File: src/rtl/qspi_axil_pkg.sv
// Shared definitions for the QSPI AXI4-Lite register front-end:
// register indices, field positions, response codes and the byte-strobe merge.
package qspi_axil_pkg;

    localparam int AXI_DATA_WIDTH = 32;

    // Word index (low two bits; higher index bits must be zero for a hit)
    localparam logic [1:0] REG_STATUS = 2'd0;
    localparam logic [1:0] REG_CFG    = 2'd1;
    localparam logic [1:0] REG_TXDATA = 2'd2;
    localparam logic [1:0] REG_RXDATA = 2'd3;

    // STATUS bit positions
    localparam int ST_WIP  = 0;
    localparam int ST_RXV  = 1;
    localparam int ST_TXB  = 2;
    localparam int ST_DONE = 3;

    // CFG bit positions
    localparam int CFG_READ    = 0;
    localparam int CFG_WRITE   = 1;
    localparam int CFG_AMODE   = 2;
    localparam int CFG_IRQEN   = 3;
    localparam int CFG_CNT_LSB = 8;

    // AXI response codes
    localparam logic [1:0] RESP_OKAY   = 2'b00;
    localparam logic [1:0] RESP_SLVERR = 2'b10;
    localparam logic [1:0] RESP_DECERR = 2'b11;

    // Expand a 4-bit byte strobe into a 32-bit bit mask
    function automatic logic [31:0] strb_mask(input logic [3:0] strb);
        logic [31:0] m;
        for (int i = 0; i < 4; i++) begin
            m[i*8 +: 8] = {8{strb[i]}};
        end
        return m;
    endfunction

    // Replace only the strobed bytes of old_v with new_v
    function automatic logic [31:0] wstrb_merge(input logic [31:0] old_v,
                                                input logic [31:0] new_v,
                                                input logic [3:0]  strb);
        logic [31:0] m;
        m = strb_mask(strb);
        return (old_v & ~m) | (new_v & m);
    endfunction

endpackage

File: src/rtl/qspi_tx_unpacker.sv
// Splits one 32-bit TX word into bytes for the QSPI TX FIFO. Mode 0 sends
// all four bytes LSB first; mode 1 sends a 24-bit address MSB first.
module qspi_tx_unpacker
    import qspi_axil_pkg::*;
(
    input  logic        clk,
    input  logic        rst,
    input  logic        load_i,
    input  logic [31:0] word_i,
    input  logic        amode_i,
    input  logic        tx_full_i,
    output logic        busy_o,
    output logic        tx_wr_o,
    output logic [7:0]  tx_byte_o,
    output logic        last_o,
    output logic        amode_o
);

    logic [31:0] word_q;
    logic [1:0]  cnt_q;
    logic        busy_q;
    logic        amode_q;

    logic [1:0]  lane;
    logic        is_last;
    logic        push;

    // Select the byte lane for the current push and detect the final byte
    always_comb begin
        lane      = amode_q ? (2'd2 - cnt_q) : cnt_q;
        is_last   = amode_q ? (cnt_q == 2'd2) : (cnt_q == 2'd3);
        push      = busy_q & ~tx_full_i;
        tx_byte_o = busy_q ? word_q[{lane, 3'b000} +: 8] : 8'h00;
    end

    assign busy_o  = busy_q;
    assign tx_wr_o = push;
    assign last_o  = push & is_last;
    assign amode_o = amode_q;

    // Load a word, then advance one byte per accepted push; a full FIFO holds the index
    always_ff @(posedge clk or posedge rst) begin
        if (rst) begin
            word_q  <= '0;
            cnt_q   <= '0;
            busy_q  <= 1'b0;
            amode_q <= 1'b0;
        end else if (load_i) begin
            word_q  <= word_i;
            cnt_q   <= '0;
            busy_q  <= 1'b1;
            amode_q <= amode_i;
        end else if (push) begin
            if (is_last) begin
                busy_q <= 1'b0;
                cnt_q  <= '0;
            end else begin
                cnt_q  <= cnt_q + 2'd1;
            end
        end
    end

endmodule

File: src/rtl/axil_qspi_regs.sv
// AXI4-Lite register front-end for the QSPI engine: STATUS/CFG/TXDATA/RXDATA,
// independent AW/W holding slots, TX word unpacking and RX byte packing.
module axil_qspi_regs
    import qspi_axil_pkg::*;
#(
    parameter int AXI_ADDR_WIDTH = 5,
    parameter int CNT_WIDTH      = 8
) (
    input  logic                      clk,
    input  logic                      rst,
    input  logic                      i_rx_empty,
    input  logic [7:0]                i_rx_byte,
    output logic                      o_rx_rd,
    input  logic                      i_tx_full,
    output logic                      o_tx_wr,
    output logic [7:0]                o_tx_byte,
    input  logic                      i_wip,
    input  logic                      i_complete,
    output logic                      o_read,
    output logic                      o_write,
    output logic [CNT_WIDTH-1:0]      o_byte_count,
    output logic                      o_irq,
    input  logic                      i_awvalid,
    output logic                      o_awready,
    input  logic [AXI_ADDR_WIDTH-1:0] i_awaddr,
    input  logic                      i_wvalid,
    output logic                      o_wready,
    input  logic [31:0]               i_wdata,
    input  logic [3:0]                i_wstrb,
    output logic                      o_bvalid,
    input  logic                      i_bready,
    output logic [1:0]                o_bresp,
    input  logic                      i_arvalid,
    output logic                      o_arready,
    input  logic [AXI_ADDR_WIDTH-1:0] i_araddr,
    output logic                      o_rvalid,
    input  logic                      i_rready,
    output logic [31:0]               o_rdata,
    output logic [1:0]                o_rresp
);

    localparam int IW = AXI_ADDR_WIDTH - 2;

    logic          aw_full_q, w_full_q;
    logic [IW-1:0] aw_idx_q;
    logic [31:0]   wdata_q;
    logic [3:0]    wstrb_q;
    logic          bvalid_q, rvalid_q;
    logic [1:0]    bresp_q, rresp_q;
    logic [31:0]   rdata_q;
    logic          wip_q, done_q, rx_valid_q;
    logic [2:0]    fill_q;
    logic [31:0]   rx_word_q;
    logic          cfg_read_q, cfg_write_q, cfg_amode_q, cfg_irqen_q;
    logic [CNT_WIDTH-1:0] cfg_cnt_q;
    logic [31:0]   txdata_q;

    logic          aw_hs, w_hs, ar_hs, wr_exec;
    logic [IW-1:0] wr_idx, rd_idx;
    logic [31:0]   wr_data;
    logic [3:0]    wr_strb;
    logic [1:0]    wr_resp, rd_resp;
    logic [31:0]   rd_data, cfg_rd, cfg_d, txdata_d, status_rd;
    logic          cfg_we, tx_load, done_clr, rx_read_clr, rx_pop;
    logic          tx_busy, tx_last, tx_amode;

    assign o_awready    = ~aw_full_q;
    assign o_wready     = ~w_full_q;
    assign o_arready    = ~rvalid_q;
    assign o_bvalid     = bvalid_q;
    assign o_bresp      = bresp_q;
    assign o_rvalid     = rvalid_q;
    assign o_rdata      = rdata_q;
    assign o_rresp      = rresp_q;
    assign o_read       = cfg_read_q;
    assign o_write      = cfg_write_q;
    assign o_byte_count = cfg_cnt_q;
    assign o_irq        = done_q & cfg_irqen_q;
    assign rx_pop       = ~rx_valid_q & ~i_rx_empty;
    assign o_rx_rd      = rx_pop;

    logic unused_bits;
    assign unused_bits = ^{i_awaddr[1:0], i_araddr[1:0], cfg_d};

    qspi_tx_unpacker u_tx (
        .clk       (clk),
        .rst       (rst),
        .load_i    (tx_load),
        .word_i    (txdata_d),
        .amode_i   (cfg_amode_q),
        .tx_full_i (i_tx_full),
        .busy_o    (tx_busy),
        .tx_wr_o   (o_tx_wr),
        .tx_byte_o (o_tx_byte),
        .last_o    (tx_last),
        .amode_o   (tx_amode)
    );

    // Current register images and strobe-merged write values
    always_comb begin
        cfg_rd = '0;
        cfg_rd[CFG_READ]  = cfg_read_q;
        cfg_rd[CFG_WRITE] = cfg_write_q;
        cfg_rd[CFG_AMODE] = cfg_amode_q;
        cfg_rd[CFG_IRQEN] = cfg_irqen_q;
        cfg_rd[CFG_CNT_LSB +: CNT_WIDTH] = cfg_cnt_q;
        status_rd = '0;
        status_rd[ST_WIP]  = wip_q;
        status_rd[ST_RXV]  = rx_valid_q;
        status_rd[ST_TXB]  = tx_busy;
        status_rd[ST_DONE] = done_q;
        aw_hs    = i_awvalid & ~aw_full_q;
        w_hs     = i_wvalid & ~w_full_q;
        wr_idx   = aw_full_q ? aw_idx_q : i_awaddr[AXI_ADDR_WIDTH-1:2];
        wr_data  = w_full_q ? wdata_q : i_wdata;
        wr_strb  = w_full_q ? wstrb_q : i_wstrb;
        wr_exec  = (aw_full_q | aw_hs) & (w_full_q | w_hs) & (~bvalid_q | i_bready);
        cfg_d    = wstrb_merge(cfg_rd, wr_data, wr_strb);
        txdata_d = wstrb_merge(txdata_q, wr_data, wr_strb);
    end

    // Write decode: response code plus the side effect it is allowed to have
    always_comb begin
        wr_resp  = RESP_OKAY;
        cfg_we   = 1'b0;
        tx_load  = 1'b0;
        done_clr = 1'b0;
        if (wr_idx[IW-1:2] != '0) begin
            wr_resp = RESP_DECERR;
        end else begin
            case (wr_idx[1:0])
                REG_STATUS: begin
                    if ((wr_data & strb_mask(wr_strb) & ~32'h8) != '0) wr_resp = RESP_SLVERR;
                    else done_clr = wr_exec & wr_data[ST_DONE] & wr_strb[0];
                end
                REG_CFG: begin
                    if (cfg_read_q | cfg_write_q) wr_resp = RESP_SLVERR;
                    else cfg_we = wr_exec;
                end
                REG_TXDATA: begin
                    if (tx_busy) wr_resp = RESP_SLVERR;
                    else tx_load = wr_exec;
                end
                default: wr_resp = RESP_SLVERR;  // RXDATA is read-only
            endcase
        end
    end

    // Read decode against the pre-write register state
    always_comb begin
        rd_idx      = i_araddr[AXI_ADDR_WIDTH-1:2];
        ar_hs       = i_arvalid & ~rvalid_q;
        rd_data     = '0;
        rd_resp     = RESP_OKAY;
        rx_read_clr = 1'b0;
        if (rd_idx[IW-1:2] != '0) begin
            rd_resp = RESP_DECERR;
        end else begin
            case (rd_idx[1:0])
                REG_STATUS: rd_data = status_rd;
                REG_CFG:    rd_data = cfg_rd;
                REG_TXDATA: rd_data = txdata_q;
                default: begin
                    if (rx_valid_q) begin
                        rd_data     = rx_word_q;
                        rx_read_clr = ar_hs;
                    end else begin
                        rd_resp     = RESP_SLVERR;
                    end
                end
            endcase
        end
    end

    // Write path: holding slots, write response and register-file updates
    always_ff @(posedge clk or posedge rst) begin
        if (rst) begin
            aw_full_q   <= 1'b0;
            w_full_q    <= 1'b0;
            aw_idx_q    <= '0;
            wdata_q     <= '0;
            wstrb_q     <= '0;
            bvalid_q    <= 1'b0;
            bresp_q     <= RESP_OKAY;
            cfg_read_q  <= 1'b0;
            cfg_write_q <= 1'b0;
            cfg_amode_q <= 1'b0;
            cfg_irqen_q <= 1'b0;
            cfg_cnt_q   <= '0;
            txdata_q    <= '0;
            done_q      <= 1'b0;
            wip_q       <= 1'b0;
        end else begin
            if (wr_exec) begin
                aw_full_q <= 1'b0;
                w_full_q  <= 1'b0;
            end else begin
                if (aw_hs) begin
                    aw_full_q <= 1'b1;
                    aw_idx_q  <= i_awaddr[AXI_ADDR_WIDTH-1:2];
                end
                if (w_hs) begin
                    w_full_q <= 1'b1;
                    wdata_q  <= i_wdata;
                    wstrb_q  <= i_wstrb;
                end
            end
            if (wr_exec) begin
                bvalid_q <= 1'b1;
                bresp_q  <= wr_resp;
            end else if (i_bready) begin
                bvalid_q <= 1'b0;
            end
            if (cfg_we) begin
                cfg_read_q  <= cfg_d[CFG_READ];
                cfg_write_q <= cfg_d[CFG_WRITE];
                cfg_amode_q <= cfg_d[CFG_AMODE];
                cfg_irqen_q <= cfg_d[CFG_IRQEN];
                cfg_cnt_q   <= cfg_d[CFG_CNT_LSB +: CNT_WIDTH];
            end
            // Address-mode is a one-shot: it drops once the 3-byte address is out
            if (tx_last && tx_amode) cfg_amode_q <= 1'b0;
            if (i_complete) begin
                cfg_read_q  <= 1'b0;
                cfg_write_q <= 1'b0;
            end
            if (tx_load) txdata_q <= txdata_d;
            // Completion set beats a simultaneous W1C
            if (i_complete) done_q <= 1'b1;
            else if (done_clr) done_q <= 1'b0;
            wip_q <= i_wip;
        end
    end

    // Read path: register data/response on accept, hold until taken
    always_ff @(posedge clk or posedge rst) begin
        if (rst) begin
            rvalid_q <= 1'b0;
            rdata_q  <= '0;
            rresp_q  <= RESP_OKAY;
        end else if (ar_hs) begin
            rvalid_q <= 1'b1;
            rdata_q  <= rd_data;
            rresp_q  <= rd_resp;
        end else if (i_rready) begin
            rvalid_q <= 1'b0;
        end
    end

    // RX packing: pop bytes LSB first until a word is full or the transfer ends
    always_ff @(posedge clk or posedge rst) begin
        if (rst) begin
            rx_valid_q <= 1'b0;
            fill_q     <= '0;
            rx_word_q  <= '0;
        end else if (rx_read_clr) begin
            rx_valid_q <= 1'b0;
            fill_q     <= '0;
            rx_word_q  <= '0;
        end else if (!rx_valid_q) begin
            if (rx_pop) begin
                rx_word_q[{fill_q[1:0], 3'b000} +: 8] <= i_rx_byte;
                fill_q <= fill_q + 3'd1;
                if (fill_q == 3'd3 || i_complete) rx_valid_q <= 1'b1;
            end else if (i_complete && fill_q != 3'd0) begin
                rx_valid_q <= 1'b1;
            end
        end
    end

endmodule

File: config.mk
export PLATFORM = sky130hd
export DESIGN_NAME = axil_qspi_regs
export DESIGN_NICKNAME = d
export VERILOG_FILES = /design/src/rtl/qspi_axil_pkg.sv /design/src/rtl/qspi_tx_unpacker.sv /design/src/rtl/axil_qspi_regs.sv
export SDC_FILE = /design/constraint.sdc
export NUM_CORES = 1
export LEC_CHECK = 0
export CORE_ASPECT_RATIO = 0.8
export CORE_MARGIN = 4
export CORE_UTILIZATION = 45
export CTS_CLUSTER_DIAMETER = 150
export DETAILED_ROUTE_END_ITERATION = 8
export PLACE_DENSITY = 0.66
export RECOVER_POWER = 100
export SYNTH_ARGS = -nofsm -noshare
export SYNTH_HDL_FRONTEND = slang
export SYNTH_HIERARCHICAL = 1
export SYNTH_SLANG_ARGS = --single-unit
File: constraint.sdc
create_clock -name clk -period 13.3 [get_ports clk]
set_clock_uncertainty 0.2 [all_clocks]
set_input_delay 1.995 -clock clk [delete_from_list [all_inputs] [get_ports clk]]
set_output_delay 1.995 -clock clk [all_outputs]
set_load 0.03 [all_outputs]
==> results of run 1 <==
## worst reg2reg max path, stage by stage (launching register included)
cell and delay [ns]:
dfrtp_2 0.41, buf_4 0.33, o22a_1 0.30, and2_0 0.31, nand3_1 1.22, clkinvlp_2 2.04
mux2_1 0.88
## state kept, by name, summed over array words and instances (netlist names), 2 cells and up, named ones only
register / flops
wstrb_q: 4
o_rresp: 2
o_rdata: 32
u_tx/word_q: 32
aw_idx_q: 3
wdata_q: 32
txdata_q: 32
fill_q: 3
o_bresp: 2
u_tx/cnt_q: 2
rx_word_q: 32
## cells in the mapped netlist (5+ instances only)
| cell type | count |
|---|---|
| and2_1 | 10 |
| a22o_1 | 20 |
| a21oi_1 | 19 |
| dfrtp_1 | 197 |
| a222oi_1 | 19 |
| ha_1 | 9 |
| nor3_1 | 5 |
| mux2_1 | 8 |
| a21o_1 | 5 |
| inv_1 | 32 |
| mux4_2 | 5 |
| mux4_1 | 7 |
| mux2_4 | 25 |
| nor2_1 | 47 |
| clkbuf_1 | 5 |
| mux2i_1 | 26 |
| mux2_2 | 90 |
| buf_2 | 24 |
| nor4_1 | 9 |
| or4_1 | 5 |
| a22oi_1 | 25 |
| o21ai_0 | 37 |
| nand2_1 | 44 |
| buf_6 | 6 |
## power by group
group,leakage (uW),total [uW],internal [uW],switching (uW)
logic,0.00238,796,374,422
clock network,0.000283,505,255,250
registers,0.00253,988,799,189
## cell type report
| cell class | count | area [sq um] |
|---|---|---|
| Sequential cell | 197 | 4931 |
| Clock buffer | 18 | 439.2 |
| Inverter | 34 | 130.1 |
| Multi-Input combinational cell | 473 | 3955 |
| Clock inverter | 14 | 135.1 |
| Fill cell | 1712 | 8976 |
| Tap cell | 264 | 330.3 |
| Timing Repair Buffer | 127 | 1247 |
## per-layer routing
| metal | routed length (um) | GRT usage [%] | part of all wire (%) |
|---|---|---|---|
| met5 | 0 | 0 | 0 |
| met4 | 354 | 5.990 | 1.5 |
| met1 | 11950 | 32.21 | 49 |
| met2 | 10640 | 31.73 | 44 |
| met3 | 1466 | 3.869 | 6.0 |
## layout by cell type (no fill, tap or decap), types with 4 or more instances in the layout
cell             netlist  final
mux4_2                 5      5
nand3_1                4      6
or4_1                  5      5
inv_8                  0      4
clkdlybuf4s50_1        0     55
a21oi_1               19     21
dfrtp_1              197    196
mux2_2                90     90
a22oi_1               25     25
clkbuf_16              0     17
nor2_1                47     47
inv_1                 32     31
nand2b_1               4      4
mux2_1                 8     31
a22o_1                20     20
mux4_1                 7      7
a222oi_1              19     19
nor4_1                 9      8
dlygate4sd3_1          0     67
mux2i_1               26     28
and2_1                10     10
nor3_1                 5      5
o21ai_0               37     40
inv_6                  0      5
a21o_1                 5      5
nand2_1               44     44
ha_1                   9      9
## path summary, 6_finish.rpt
path / end / slack, ns / depth (start not counted)
hold reg to reg: o_rdata[12]$_DFFE_PP0N_ / 0.29 / 2
hold / removal: o_rdata[12]$_DFFE_PP0N_ / 0.29 / 2
setup reg to reg: txdata_q[5]$_DFFE_PP0P_ / 7.49 / 6
max in group asynchronous: rx_word_q[18]$_DFFE_PP0P_ / 7.76 / 3
setup / recovery: txdata_q[5]$_DFFE_PP0P_ / 6.16 / 6
min in group asynchronous: u_tx/word_q[13]$_DFFE_PP0P_ / 2.58 / 3
## kinds of logic after synthesis
group	share of synthesized area [%]
AO/OA/AOI/OAI	11.21
XOR/XNOR	0.09335
adder cells (fa/ha/maj)	1.200
buffers and inverters	3.947
flip-flops	52.53
multiplexers	22.56
AND/OR/NAND/NOR	8.453
## per-stage QoR
| stage | util [%] | power, uW | cell area (sq um) |
|---|---|---|---|
| after global routing | 55.44 | 2413 | 11170 |
| after floorplan | - | 1543 | 9384 |
| after CTS | 56.16 | 2359 | 11310 |
| after detailed placement | 53.31 | 1851 | 10740 |
| after global placement | 53.31 | 1808 | 10740 |
| final | 55.44 | 2289 | 11170 |
==> impl_results.md, run 1 <==
- Status: complete, but fails checks
- Failing checks: max-capacitance violations, max-slew violations
- Kind of critical path: in2reg
- Place WS: 7.583 ns
- Root Buffer: clkbuf_16
- Crit share post-route: 53.71%
- F_max: 0.1400 GHz
- Worst Path Max Fanout: 39
- Vias in the first global route: 6666
- Placed cell count: 1095
- Clock Path Buffers: 2
- GPL Wtd Cong: 0.8272
- Slowest CP cell: clkinvlp_2
- Maxcap violations: 8
- Avg Inst Size Synth: 12.61 sq um
- Synth Instances: 744
- Fin cells: 1127
- Post-DRT Antenna Nets: 0
- I/O pin cnt: 127
- Largest net degree at the start of global routing: 82
- # port buffers: 122
- CP arrival: 7.25 ns
- Min cycle time layout: 7.144 ns
- Worst setup EP type: flip-flop
- Critical Path Source: i_wvalid
- Final WS setup: 6.156 ns
- R2r startpoint: w_full_q$_DFFE_PP0P_
- Final setup TNS: 0 ns
- Die width: 169.5 um
- Ys async rst share: 100.0%
- Post-synth top flop: dfrtp_1
- Iter 0 DRT Violations: 595
- Delay-heaviest family, CP: buffers and inverters
- Starting density of the core: 46.58%
- First-pass GRT wire length: 37910 um
- Count of final setup violators: 0
- Post-CTS setup buffers: 0
- Post-synth cell types: 61
- CP cell instances: dlygate4sd3_1 > o22a_1 > and2_0 > nand3_1 > clkinvlp_2 > mux2_1
- PD cells: 204.9 mW/mm^2
- Nets@finish: 924
- Core area: 0.02014 sq mm
- Reg clk slew, reported paths: 0.08 ns
- Seq/Total Area, Yosys: 52.53%
- Rel. slew slack: -147.6%
- Post-Syn Nets: 818
- Initial antenna violation count: 0
- # hold bufs at CTS: 0
- Total GRT Usage: 21.34%
- RSZ-0062 raised after global routing: no
- Cell accounting for the most synthesized area: dfrtp_1
- P&R area growth vs syn: 19.01%
- Crit-path max cell delay: 2.03 ns
- H-tree depth: 4
- DP HPWL: 17690 um
- Via Count: 6542
- CP required: 13.41 ns
- Worst Setup Start Kind: input pin
- Synth area leaders: dfrtp_1 (53%), mux2_2 (11%), mux2_4 (4.0%)
- Area share of the leading cell type in the synthesized netlist: 52.53%
- Hold WS: 0.2875 ns
- Clk_lat worst skew: 0.43 ns
- Clock Sinks: 197
- Hold WC Path Type: reg2reg
- Number of buffers created by CTS: 17
- CTS tree: built
- DRT Pass-1 Iters: 6
- Routed WL per cell: 21.66 um
- Synth Register Bits: 197
- Layout cell share with drive strength beyond 1: 16.80%
- P_leak: 0.005195 uW
- VDD IR max: 133.1 uV
- # rows: 46
- Number of synthesis warnings: 6
- Final Hold Violating Endpoints: 0
- Chip height: 137.2 um
- Worst hold start: o_rdata[12]$_DFFE_PP0N_
- DRC Markers: 0
- Drt via density: 5.805
- Buf/Inv on CP: 2
- GRT overflow: 0
- N_diodes: 0
- Mapped Area: 0.009384 sq mm
- Die area: 0.02324 sq mm
- Total wire length: 24410 um
- Worst Max-Slew Pin Slew: 3.694 ns
- Post-synth EDFFs: 0
- Post-CTS Resized: 0
- Slew Viols, Final: 306
Power figures use the tool's default switching activity.
==> inputs of run 2 (changes only) <==
--- a/config.mk
+++ b/config.mk
@@ -10,7 +10,7 @@
 export CORE_UTILIZATION = 45
 export CTS_CLUSTER_DIAMETER = 150
 export DETAILED_ROUTE_END_ITERATION = 8
-export PLACE_DENSITY = 0.66
+export PLACE_DENSITY = 0.69
 export RECOVER_POWER = 100
 export SYNTH_ARGS = -nofsm -noshare
 export SYNTH_HDL_FRONTEND = slang
==> constraint.sdc (replaced) <==
create_clock -name clk -period 6.5 [get_ports clk]
set_clock_uncertainty 0.2 [all_clocks]
set_input_delay 0.975 -clock clk [delete_from_list [all_inputs] [get_ports clk]]
set_output_delay 0.975 -clock clk [all_outputs]
set_load 0.03 [all_outputs]
==> impl_results.md, run 2 (synthesized netlist as in run 1, its figures left out) <==
- PD cells: 419.4 mW/mm^2
- CP required: 6.67 ns
- Crit-path max cell delay: 1.23 ns
- Post-CTS setup buffers: 0
- F_max: 0.1981 GHz
- Drt via density: 5.828
- Failing checks: max-capacitance violations, max-slew violations
- Final Hold Violating Endpoints: 0
- Worst setup EP type: flip-flop
- Post-DRT Antenna Nets: 0
- R2r startpoint: w_full_q$_DFFE_PP0P_
- Critical Path Source: i_arvalid
- Maxcap violations: 6
- Vias in the first global route: 6426
- Count of final setup violators: 0
- H-tree depth: 4
- I/O pin cnt: 127
- # port buffers: 122
- Worst Path Max Fanout: 41
- N_diodes: 0
- Total power draw: 4674 uW
- Met3 Use GR: 4.389%
- CP arrival: 5.22 ns
- VDD IR max: 178.6 uV
- Total GRT Usage: 21.58%
- Commonest non-fill, non-tap cells in the layout: dfrtp_1 (197), mux2_2 (89), dlygate4sd3_1 (64)
- Number of buffers created by CTS: 17
- Iter 0 DRT Violations: 736
- Final WS setup: 1.452 ns
- Largest net degree at the start of global routing: 106
- Die width: 169.5 um
- CP cell instances: dlygate4sd3_1 > nand2b_1 > clkbuf_1 > nor2_1 > and4_1 > clkbuf_1 > a21oi_1 > a22o_1
- RSZ-0062 raised after global routing: no
- Initial antenna violation count: 0
- Grt met2 use: 31.73%
- Layout cell share with drive strength beyond 1: 15.97%
- Crit share post-route: 77.67%
- Fin cells: 1128
- Worst Setup Start Kind: input pin
- Routed WL per cell: 21.72 um
- Status: complete, but fails checks
- Min cycle time layout: 5.048 ns
- # rows: 46
- Core area: 0.02014 sq mm
- Nets@finish: 925
- Die area: 0.02324 sq mm
- Final setup TNS: 0 ns
- DP HPWL: 17470 um
- GRT overflow: 0
- Rel. slew slack: -27.50%
- Chip height: 137.2 um
- DRT Pass-1 Iters: 8
- Reg clk slew, reported paths: 0.07 ns
- Root Buffer: clkbuf_16
- # hold bufs at CTS: 0
- Post-CTS Resized: 0
- P_leak: 0.005195 uW
- Buf/Inv on CP: 3
- Total wire length: 24500 um
- Clock Path Buffers: 2
- Worst Max-Slew Pin Slew: 1.913 ns
- Busiest grt layer: met1
- Grt met1 use: 33.42%
- Hold WC Path Type: reg2reg
- Most common cell after layout, fill and taps aside: dfrtp_1
- P&R area growth vs syn: 18.77%
- Slew Viols, Final: 211
- Starting density of the core: 46.58%
- First-pass GRT wire length: 38210 um
- Clock Sinks: 197
- Kind of critical path: in2reg
- Via Count: 6574
- GPL Wtd Cong: 0.8447
- Place WS: 2.562 ns
- Placed cell count: 1096
- DRC Markers: 0
- Most used cell, CP: clkbuf_1
- Worst hold start: o_rdata[8]$_DFFE_PP0N_
- Clk_lat worst skew: 0.43 ns
- Slowest CP cell: clkbuf_1
- CTS tree: built
- Delay-heaviest family, CP: buffers and inverters
## run 2: metal layers
layer / vias up / wire, um
li1: 2975 / -
met1: 3336 / 11670
met2: 246 / 10870
met3: 17 / 1742
met4: 0 / 218
met5: - / 0
## run 2: layout make-up
type	count	area (sq um)
clock inverter	11	100.1
clock buffer	21	450.4
inverter	34	135.1
timing repair buffer	128	1251
tap	264	330.3
fill	1737	8999
sequential	197	4930
multi-input combinational	473	3949
## run 2: power breakdown
| part | internal, uW | switching [uW] |
|---|---|---|
| combinational | 765 | 866 |
| clock | 541 | 463 |
| sequential | 1630 | 405 |
| total | 2940 | 1730 |
## run 2: tightest hold or removal path, delay by kind of cell (launching register included)
kind / cells / cell delay (ns)
compound gates: 1 / 0.06
simple gates: 1 / 0.04
flops: 1 / 0.34
## run 2: path summary, 6_finish.rpt
kind	end	cells after the start	slack [ns]
max	rx_word_q[17]$_DFFE_PP0P_	8	1.45
min	o_rdata[8]$_DFFE_PP0N_	2	0.28
max reg2reg	u_tx/word_q[2]$_DFFE_PP0P_	5	1.75
min reg2reg	o_rdata[8]$_DFFE_PP0N_	2	0.28
max in group asynchronous	u_tx/word_q[9]$_DFFE_PP0P_	3	3.41
min in group asynchronous	wdata_q[10]$_DFFE_PP0P_	2	1.08
## run 2: stage by stage
stage	hold slack [ns]	area, sq um	utilization, %
6_report	0.2781	11150	55.33
5_1_grt	0.3150	11150	55.33
4_1_cts	0.2894	11300	56.08
3_5_place_dp	0.2737	10750	53.35
3_3_place_gp	0.2676	10750	53.35
2_1_floorplan	0.2673	9384	-
==> inputs of run 3 (changes only) <==
--- a/config.mk
+++ b/config.mk
@@ -10,7 +10,7 @@
 export CORE_UTILIZATION = 45
 export CTS_CLUSTER_DIAMETER = 150
 export DETAILED_ROUTE_END_ITERATION = 8
-export PLACE_DENSITY = 0.69
+export PLACE_DENSITY = 0.66
 export RECOVER_POWER = 100
 export SYNTH_ARGS = -nofsm -noshare
 export SYNTH_HDL_FRONTEND = slang
==> constraint.sdc (replaced) <==
create_clock -name clk -period 5.3 [get_ports clk]
set_clock_uncertainty 0.2 [all_clocks]
set_input_delay 0.795 -clock clk [delete_from_list [all_inputs] [get_ports clk]]
set_output_delay 0.795 -clock clk [all_outputs]
set_load 0.03 [all_outputs]
==> impl_results.md, run 3 (synthesized netlist as in run 1, its figures left out) <==
- CP cell instances: inv_1 > ha_1 > mux2i_1 > mux4_2 > and2_1 > dlygate4sd3_1
- Worst Path Max Fanout: 12
- GPL Wtd Cong: 0.8221
- Most common cell after layout, fill and taps aside: dfrtp_1
- Crit-path max cell delay: 0.69 ns
- Final Hold Violating Endpoints: 0
- CP arrival: 3.58 ns
- DP HPWL: 17930 um
- Worst Setup Start Kind: flip-flop
- Met3 Use GR: 4.245%
- Total GRT Usage: 21.61%
- Multi-input gate area: 0.003965 sq mm
- # port buffers: 122
- Nets@finish: 925
- Busiest grt layer: met1
- # rows: 46
- RSZ-0062 raised after global routing: no
- Clock Path Buffers: 2
- Post-CTS Resized: 0
- Crit share post-route: 86.38%
- Root Buffer: clkbuf_16
- Routed WL per cell: 21.91 um
- # fillers: 1716
- Reg clk slew, reported paths: 0.08 ns
- Core area: 0.02014 sq mm
- Die width: 169.5 um
- Clk_lat worst skew: 0.43 ns
- GRT overflow: 0
- Number of buffers created by CTS: 17
- Chip height: 137.2 um
- Largest net degree at the start of global routing: 125
- H-tree depth: 4
- DRT Pass-1 Iters: 8
- Min cycle time layout: 4.578 ns
- Drt via density: 5.826
- DRC Markers: 0
- Slew Viols, Final: 291
- Post-DRT Antenna Nets: 0
- P&R area growth vs syn: 19.25%
- Count of final setup violators: 0
- Rel. slew slack: -38.72%
- Final setup TNS: 0 ns
- CP required: 4.30 ns
- I/O pin cnt: 127
- Maxcap violations: 8
- PD cells: 516.0 mW/mm^2
- First-pass GRT wire length: 38430 um
- # hold bufs at CTS: 0
- Slowest CP cell: dlygate4sd3_1
- Iter 0 DRT Violations: 663
- Layout cell share with drive strength beyond 1: 16.90%
- Clock Sinks: 197
- Grt met2 use: 31.99%
- CTS tree: built
- F_max: 0.2184 GHz
- Vias in the first global route: 6628
- Kind of critical path: reg2out
- Worst setup EP type: primary output
- Starting density of the core: 46.58%
- Status: complete, but fails checks
- Die area: 0.02324 sq mm
- Hold WC Path Type: reg2reg
- P_leak: 0.005219 uW
- Fin area: 0.01119 sq mm
- Dpl cell area: 0.01076 sq mm
- Worst Max-Slew Pin Slew: 2.081 ns
- Grt met1 use: 33.26%
- Commonest non-fill, non-tap cells in the layout: dfrtp_1 (197), mux2_2 (91), dlygate4sd3_1 (64)
- VDD IR max: 249.1 uV
- Total wire length: 24710 um
- Register Area: 0.004930 sq mm
- Post-CTS setup buffers: 0
- Failing checks: max-capacitance violations, max-slew violations
- N_diodes: 0
- Hold WS: 0.2830 ns
- Initial antenna violation count: 0
- Via Count: 6572
[run 3: cell count changes in the layout (fill, tap and decap cells not counted), moves of 2 or more]
cell      previous run  this run
clkinv_2             4         2
inv_6                4         6
inv_8                0         2
mux2_1              32        29
clkbuf_1             7         2
mux2_2              89        91
[run 3: worst max-delay path, delay by kind of cell, from the launching register on]
family                   cells  cell delay, ns
adder cells (fa/ha/maj)      1            0.32
buffers and inverters        2            0.78
flip-flops                   1            0.66
multiplexers                 2            1.22
AND/OR/NAND/NOR              1            0.18
[run 3: layout make-up]
class / count / area share, %
inverter: 34 / 1.152
sequential: 197 / 44.05
clock buffer: 18 / 3.924
clock inverter: 14 / 1.241
tap: 264 / 2.952
multi-input combinational: 473 / 35.43
timing repair buffer: 128 / 11.25
[run 3: per-stage QoR]
step / power, uW / setup slack (ns) / instances / utilization (%)
global route: 6095 / 0.5260 / 1128 / 55.55
detailed placement: 4637 / 1.572 / 1096 / 53.40
CTS: 5931 / 1.120 / 1128 / 56.27
global placement: 4532 / 1.620 / 1096 / 53.40
finish: 5774 / 0.7220 / 1128 / 55.55
floorplan: 3872 / 2.262 / 744 / -
[run 3: path summary, 6_finish.rpt]
check                                               to                 startpoint  slack, ns  cells past startpoint
setup / recovery                          o_tx_byte[7]  u_tx/cnt_q[0]$_DFFE_PP0P_       0.72                      6
hold / removal                 o_rdata[11]$_DFFE_PP0N_    o_rdata[11]$_DFFE_PP0N_       0.28                      2
setup reg to reg           u_tx/word_q[29]$_DFFE_PP0P_       w_full_q$_DFFE_PP0P_       0.93                      5
hold reg to reg                o_rdata[11]$_DFFE_PP0N_    o_rdata[11]$_DFFE_PP0N_       0.28                      2
max in group asynchronous       wstrb_q[2]$_DFFE_PP0P_                        rst       1.34                      3
min in group asynchronous       wdata_q[0]$_DFFE_PP0P_                        rst       1.07                      2
[run 3: report_power, final]
group	leakage, uW	internal (uW)	total, uW	switching [uW]
sequential	0.00253	2000	2500	495
clock	0.000282	677	1290	617
combinational	0.00241	939	1980	1040
total	0.00522	3620	5770	2150
[run 3: layer usage]
layer	vias to the layer above	share of wire, %
met5	-	0
met4	0	0.89
met3	19	6.8
met2	264	44
met1	3327	48
li1	2962	-
